## config.mk

```make
export PLATFORM = sky130hd
export DESIGN_NAME = semver_probe
export DESIGN_NICKNAME = d
export VERILOG_FILES = /design/src/rtl/semver_probe.sv
export SDC_FILE = /design/constraint.sdc
export NUM_CORES = 1
export LEC_CHECK = 0
export BUFFER_PORTS_ARGS = -buffer_cell sky130_fd_sc_hd__buf_2
export CORE_MARGIN = 2
export CORE_UTILIZATION = 52
export CTS_CLUSTER_DIAMETER = 100
export DETAILED_ROUTE_END_ITERATION = 10
export GPL_ROUTABILITY_DRIVEN = 0
export GPL_TIMING_DRIVEN = 0
export PLACE_DENSITY = 0.87
export RECOVER_POWER = 100
export SYNTH_ARGS = -nofsm -noshare
export SYNTH_HDL_FRONTEND = slang
export SYNTH_SLANG_ARGS = --single-unit
```

## constraint.sdc

```tcl
create_clock -name clk_i -period 4.25 [get_ports clk_i]
set_input_delay 0.85 -clock clk_i [delete_from_list [all_inputs] [get_ports clk_i]]
set_output_delay 0.85 -clock clk_i [all_outputs]
set_load 0.01 [all_outputs]
```

## src/rtl/semver_probe.sv

```systemverilog
`default_nettype none
// ============================================================================
// Module   : semver_probe
// Purpose  : Reads a remote version word over pipelined Wishbone B4 and
//            reports whether the major/minor fields are compatible.
// Revision : 1.0
// ============================================================================
module semver_probe #(
  parameter int G_ADDR_WIDTH = 3,
  parameter int G_VER_ADDR   = 4,
  parameter int G_EXP_MAJOR  = 1,
  parameter int G_MIN_MINOR  = 2,
  parameter int G_TIMEOUT    = 255,
  parameter int G_RETRIES    = 1
) (
  input  logic                    clk_i,
  input  logic                    rst_n_i,
  input  logic                    start_i,
  output logic                    wb_cyc_o,
  output logic                    wb_stb_o,
  output logic [G_ADDR_WIDTH-1:0] wb_adr_o,
  output logic [3:0]              wb_sel_o,
  output logic                    wb_we_o,
  output logic [31:0]             wb_dat_o,
  input  logic                    wb_ack_i,
  input  logic                    wb_err_i,
  input  logic                    wb_rty_i,
  input  logic                    wb_stall_i,
  input  logic [31:0]             wb_dat_i,
  output logic                    busy_o,
  output logic                    done_o,
  output logic                    compat_o,
  output logic                    err_o,
  output logic                    timeout_o,
  output logic [31:0]             version_o
);

  localparam logic [2:0] C_ST_IDLE    = 3'd0;
  localparam logic [2:0] C_ST_REQ     = 3'd1;
  localparam logic [2:0] C_ST_WAIT    = 3'd2;
  localparam logic [2:0] C_ST_BACKOFF = 3'd3;
  localparam logic [2:0] C_ST_DONE    = 3'd4;

  localparam logic [15:0]             C_TMO_LAST  = 16'(G_TIMEOUT - 1);
  localparam logic [3:0]              C_RETRIES   = 4'(G_RETRIES);
  localparam logic [7:0]              C_EXP_MAJOR = 8'(G_EXP_MAJOR);
  localparam logic [7:0]              C_MIN_MINOR = 8'(G_MIN_MINOR);
  localparam logic [G_ADDR_WIDTH-1:0] C_VER_ADDR  = G_ADDR_WIDTH'(G_VER_ADDR);

  logic [2:0]  r_state;
  logic [2:0]  w_next_state;
  logic [15:0] r_tcnt;
  logic [3:0]  r_retry;
  logic        r_compat;
  logic        r_err;
  logic        r_timeout;
  logic [31:0] r_version;

  logic w_on_bus;
  logic w_term_en;
  logic w_err;
  logic w_rty;
  logic w_ack;
  logic w_tmo;
  logic w_start;

  assign w_on_bus  = (r_state == C_ST_REQ) || (r_state == C_ST_WAIT);
  // A termination only counts once the strobe has been accepted (or after).
  assign w_term_en = ((r_state == C_ST_REQ) && !wb_stall_i) || (r_state == C_ST_WAIT);
  assign w_err     = w_term_en && wb_err_i;
  assign w_rty     = w_term_en && wb_rty_i && !wb_err_i;
  assign w_ack     = w_term_en && wb_ack_i && !wb_err_i && !wb_rty_i;
  assign w_tmo     = w_on_bus && (r_tcnt == C_TMO_LAST);
  assign w_start   = (r_state == C_ST_IDLE) && start_i;

  // State register
  always_ff @(posedge clk_i or negedge rst_n_i) begin
    if (!rst_n_i) begin
      r_state <= C_ST_IDLE;
    end else begin
      r_state <= w_next_state;
    end
  end

  // Next-state logic; terminations outrank the timeout in the same cycle
  always_comb begin
    w_next_state = r_state;
    case (r_state)
      C_ST_IDLE: begin
        if (start_i) w_next_state = C_ST_REQ;
      end
      C_ST_REQ, C_ST_WAIT: begin
        if (w_err)                      w_next_state = C_ST_DONE;
        else if (w_rty)                 w_next_state = (r_retry != 4'd0) ? C_ST_BACKOFF : C_ST_DONE;
        else if (w_ack)                 w_next_state = C_ST_DONE;
        else if (w_tmo)                 w_next_state = C_ST_DONE;
        else if (r_state == C_ST_REQ && !wb_stall_i) w_next_state = C_ST_WAIT;
      end
      C_ST_BACKOFF: w_next_state = C_ST_REQ;
      C_ST_DONE:    w_next_state = C_ST_IDLE;
      default:      w_next_state = C_ST_IDLE;
    endcase
  end

  // Output logic
  always_comb begin
    wb_cyc_o = w_on_bus;
    wb_stb_o = (r_state == C_ST_REQ);
    wb_adr_o = w_on_bus ? C_VER_ADDR : '0;
    wb_sel_o = w_on_bus ? 4'hF : 4'h0;
    wb_we_o  = 1'b0;
    wb_dat_o = 32'd0;
    busy_o   = (r_state != C_ST_IDLE);
    done_o   = (r_state == C_ST_DONE);
  end

  assign compat_o  = r_compat;
  assign err_o     = r_err;
  assign timeout_o = r_timeout;
  assign version_o = r_version;

  // Counters and status; status holds from DONE until the next accepted start
  always_ff @(posedge clk_i or negedge rst_n_i) begin
    if (!rst_n_i) begin
      r_tcnt    <= 16'd0;
      r_retry   <= 4'd0;
      r_compat  <= 1'b0;
      r_err     <= 1'b0;
      r_timeout <= 1'b0;
      r_version <= 32'd0;
    end else begin
      if (w_start) begin
        r_tcnt    <= 16'd0;
        r_retry   <= C_RETRIES;
        r_compat  <= 1'b0;
        r_err     <= 1'b0;
        r_timeout <= 1'b0;
      end else if (r_state == C_ST_BACKOFF) begin
        r_tcnt <= 16'd0;
      end else if (w_on_bus) begin
        r_tcnt <= r_tcnt + 16'd1;
        if (w_err) begin
          r_err <= 1'b1;
        end else if (w_rty) begin
          if (r_retry != 4'd0) r_retry <= r_retry - 4'd1;
          else                 r_err   <= 1'b1;
        end else if (w_ack) begin
          r_version <= wb_dat_i;
          r_compat  <= (wb_dat_i[23:16] == C_EXP_MAJOR) && (wb_dat_i[15:8] >= C_MIN_MINOR);
        end else if (w_tmo) begin
          r_timeout <= 1'b1;
        end
      end
    end
  end

endmodule
`default_nettype wire

```

==> impl_results.md <==
* Static leakage power at between 1.5 and 2 nW
* Clock root buffer: clkbuf_8
* Num rows at 27
* Setup crit end kind: primary output
* GR Overflow Total at 0
* FF/Latch Area at between 1000 and 1500 um^2
* Io pins at 118
* PwrDens at 607 nW/um^2
* Register area share after synthesis at about half
* Internal power at roughly 1.4 mW
* Metal3 WL at roughly 480 um
* Post-DP HPWL at slightly below 5 mm
* Setup bufs post-CTS at 0
* Final Skew at 0.00858 ns
* Clk_lat worst skew at between 0.3 and 0.4 ns
* Worst-case clock buffer depth at 2
* Area growth syn-to-layout at 25.5%
* Initial DRC count at slightly below 200
* CP startpoint kind: flip-flop
* Worst path max stage delay at between 0.4 and 0.5 ns
* Unique masters post-synth at 49
* Largest net degree at the start of global routing at 59
* Core Box Area at 5510 um^2
* CP max FO at 15
* Post-synth top area share at ~50%
* Comb power frac at between 30 and 40%
* Top cells by count, synth: dfrtp_1 (58), buf_4 (41), mux2_1 (28), nor2_1 (17)
* Sequential share of power at a little under two fifths
* Initial Utilization at between 50 and 60%
* Worst slew margin relative to its limit at -13.7%
* Port Buffers at between 80 and 90
* Total track usage at 22.1%
* Status: finished with violations
* Sw Pwr at just over 0.8 mW
* F_max at about 0.31 GHz
* Dpl ws at about 1.7 ns
* Share of layout cells above drive strength 1 at between 20% and 30%
* Fin crit share at between 70% and 80%
* Hold buffers post-CTS at 0
* Maximum vdd drop at 0.401 mV
* Setup Viol. Count Final at 0
* Die height at about 80 um
* DIE AREA at approximately 6400 um^2
* Die W at roughly 80 um
* TNS Setup at 0 ns
* Terminus of the critical flop-to-flop path: r_retry[2]
* Fin. max-slew vios at 10
* Worst path cell trace: clkbuf_1 > or2b_1 > a21o_1 > clkinv_1 > clkbuf_1 > clkbuf_4 > buf_2
* Flop2flop setup slack at 1.14 ns
* Highest routing layer actually used: met4
* Number of diodes at 0
* TritonCTS clock tree: done
* Min-Delay Endpoint: version_o[26]
* DR WL met2 at around 3.7 mm
* Setup slack after layout at just under 1 ns
* Layout Nets at 443
* Average size of a mapped cell at between 10 and 15 um^2
* Crit-path most repeated cell: clkbuf_1
* Worst setup startpoint: r_state[0]
* Required @ worst endpoint at about 3.4 ns
* CTS Sinks at 58
* Vias per cell at 5.08
* Reg2reg start: r_state[0]
* TritonCTS buffer count at 9
* First-pass iteration count of the detailed router at 4
* Antenna violations before repair at 0
* M1 wire length at about 2.5 mm
* Worst setup path category: flip-flop to primary output
* H-tree Lvls at 3
* Hold wc startpoint: version_o[26]
* Area contributors post-synth: dfrtp_1 (49%), mux2_1 (11%), buf_4 (10%)
* Slowest stage cell, crit path: clkbuf_1
* HP Class: flip-flop to flip-flop
* Final hold violation count at 0
* Yosys warns at 0
* Main flop type after synthesis: dfrtp_1
* Final WL at a little under 7 mm
* Worst-path clk slew at 0.07 ns
* Number of global-route vias before repair at 2,350
* Clock share of power at 24.9%
* Final ANT Viol Nets at 0
* Hold path cells at 1
* Drt drc at 0
* EDFF count, synth at 0
* Final min period at ~3.3 ns
* Wirelength per Cell at approximately 14 um
* Vias at around 2,400
* Worst endpoint data arrival time at about 2.4 ns
* First-pass GRT wire length at approximately 11 mm
* Post-cts resize count at 0
* Reg2Reg Depth at 6
* Multi-input gate area at approximately 1300 um^2
* Max cap viols at 1
* Sw frac at a little over a third
* Mapped Area at about 3000 um^2
* # fillers at 455
* Failing checks: max-capacitance violations, max-slew violations
* Least-Margin Pin Slew at approximately 1.7 ns
* Yosys reg bits at 58
* Asr flop ratio synth at 100%
* Most frequent cell after synthesis: dfrtp_1
* RSZ-0062 raised after global routing: no
* Hold_ws at around 0.49 ns
* Post-Synthesis Cells at approximately 270
* Post-layout util at between 60% and 70%
* Largest area contributor in the netlist: dfrtp_1
## sequential cells by signal (all words and copies together) (netlist names)
name	count
r_retry	4
r_state	3
err_o	1
r_tcnt	16
timeout_o	1
version_o	32
compat_o	1
## final cells by class
| class | instances | share of cell area [%] |
|---|---|---|
| Inverter | 9 | 0.903 |
| Timing Repair Buffer | 82 | 9.74 |
| Clock buffer | 11 | 3.78 |
| Tap cell | 72 | 2.41 |
| Multi-Input combinational cell | 193 | 33.5 |
| Clock inverter | 5 | 2.07 |
| Buffer | 48 | 8.83 |
| Sequential cell | 58 | 38.8 |
## per-stage QoR
step                      power, mW  instances  cell area, um^2
final                          2.27        478             3740
after global routing           2.40        478             3740
after CTS                      2.36        478             3830
after detailed placement       1.79        462             3610
after global placement         1.73        462             3610
after floorplan                1.43        308             3110
## critical path, delay by kind of cell (launching register included)
family | cells | cell delay (ns)
AOI/OAI and AO/OA | 1 | 0.22
buffers and inverters | 5 | 1.19
and+or+nand+nor | 1 | 0.32
DFF | 1 | 0.32
## power groups by stage
stage / sequential [mW] / combinational [mW] / clock, mW
6_report: 0.858 / 0.847 / 0.565
5_1_grt: 0.878 / 0.931 / 0.594
4_1_cts: 0.853 / 0.935 / 0.570
3_5_place_dp: 0.862 / 0.927 / 0
3_3_place_gp: 0.841 / 0.891 / 0
2_1_floorplan: 0.923 / 0.505 / 0
## worst max path at each step
| stage | cells after the start | to | slack [ns] |
|---|---|---|---|
| floorplan | 6 | wb_adr_o[2] | 1.98 |
| global placement | 7 | wb_adr_o[2] | 1.76 |
| detailed placement | 6 | version_o[16] | 1.71 |
| CTS | 7 | wb_sel_o[1] | 1.34 |
| global route | 7 | wb_adr_o[2] | 0.83 |
| finish | 7 | wb_sel_o[1] | 0.99 |
## placed cells by master (no fill, tap or decap), drive strengths merged, types with 3 or more instances in the layout
master  instances
buf            78
clkbuf         63
dfrtp          58
conb           35
mux2           32
nor2           19
nand2          13
a21oi          13
nor3           10
inv             8
o21ai           8
nand3           7
nand4           5
xor2            5
nand2b          4
a21o            3
or3             3
and3            3
ha              3
clkinv          3
## layer usage
layer | vias up | GRT usage, %
met5 | - | 0
met2 | 98 | 40.8
met3 | 9 | 5.88
met4 | 0 | 10.2
li1 | 1131 | -
met1 | 1189 | 23.1
## cell families (layout without fill, tap and decap cells)
group,Yosys count,count (layout),synth area share [%]
adders and majority gates,3,3,1.26
xor gates and xnor gates,7,7,2.06
buffers and inverters,57,155,12.6
DFF,58,58,48.7
AOI/OAI and AO/OA,32,32,7.56
muxes,34,34,12.8
and+or+nand+nor,82,82,15.0
other,1,35,0.126
(Power assumes the default switching activity.)
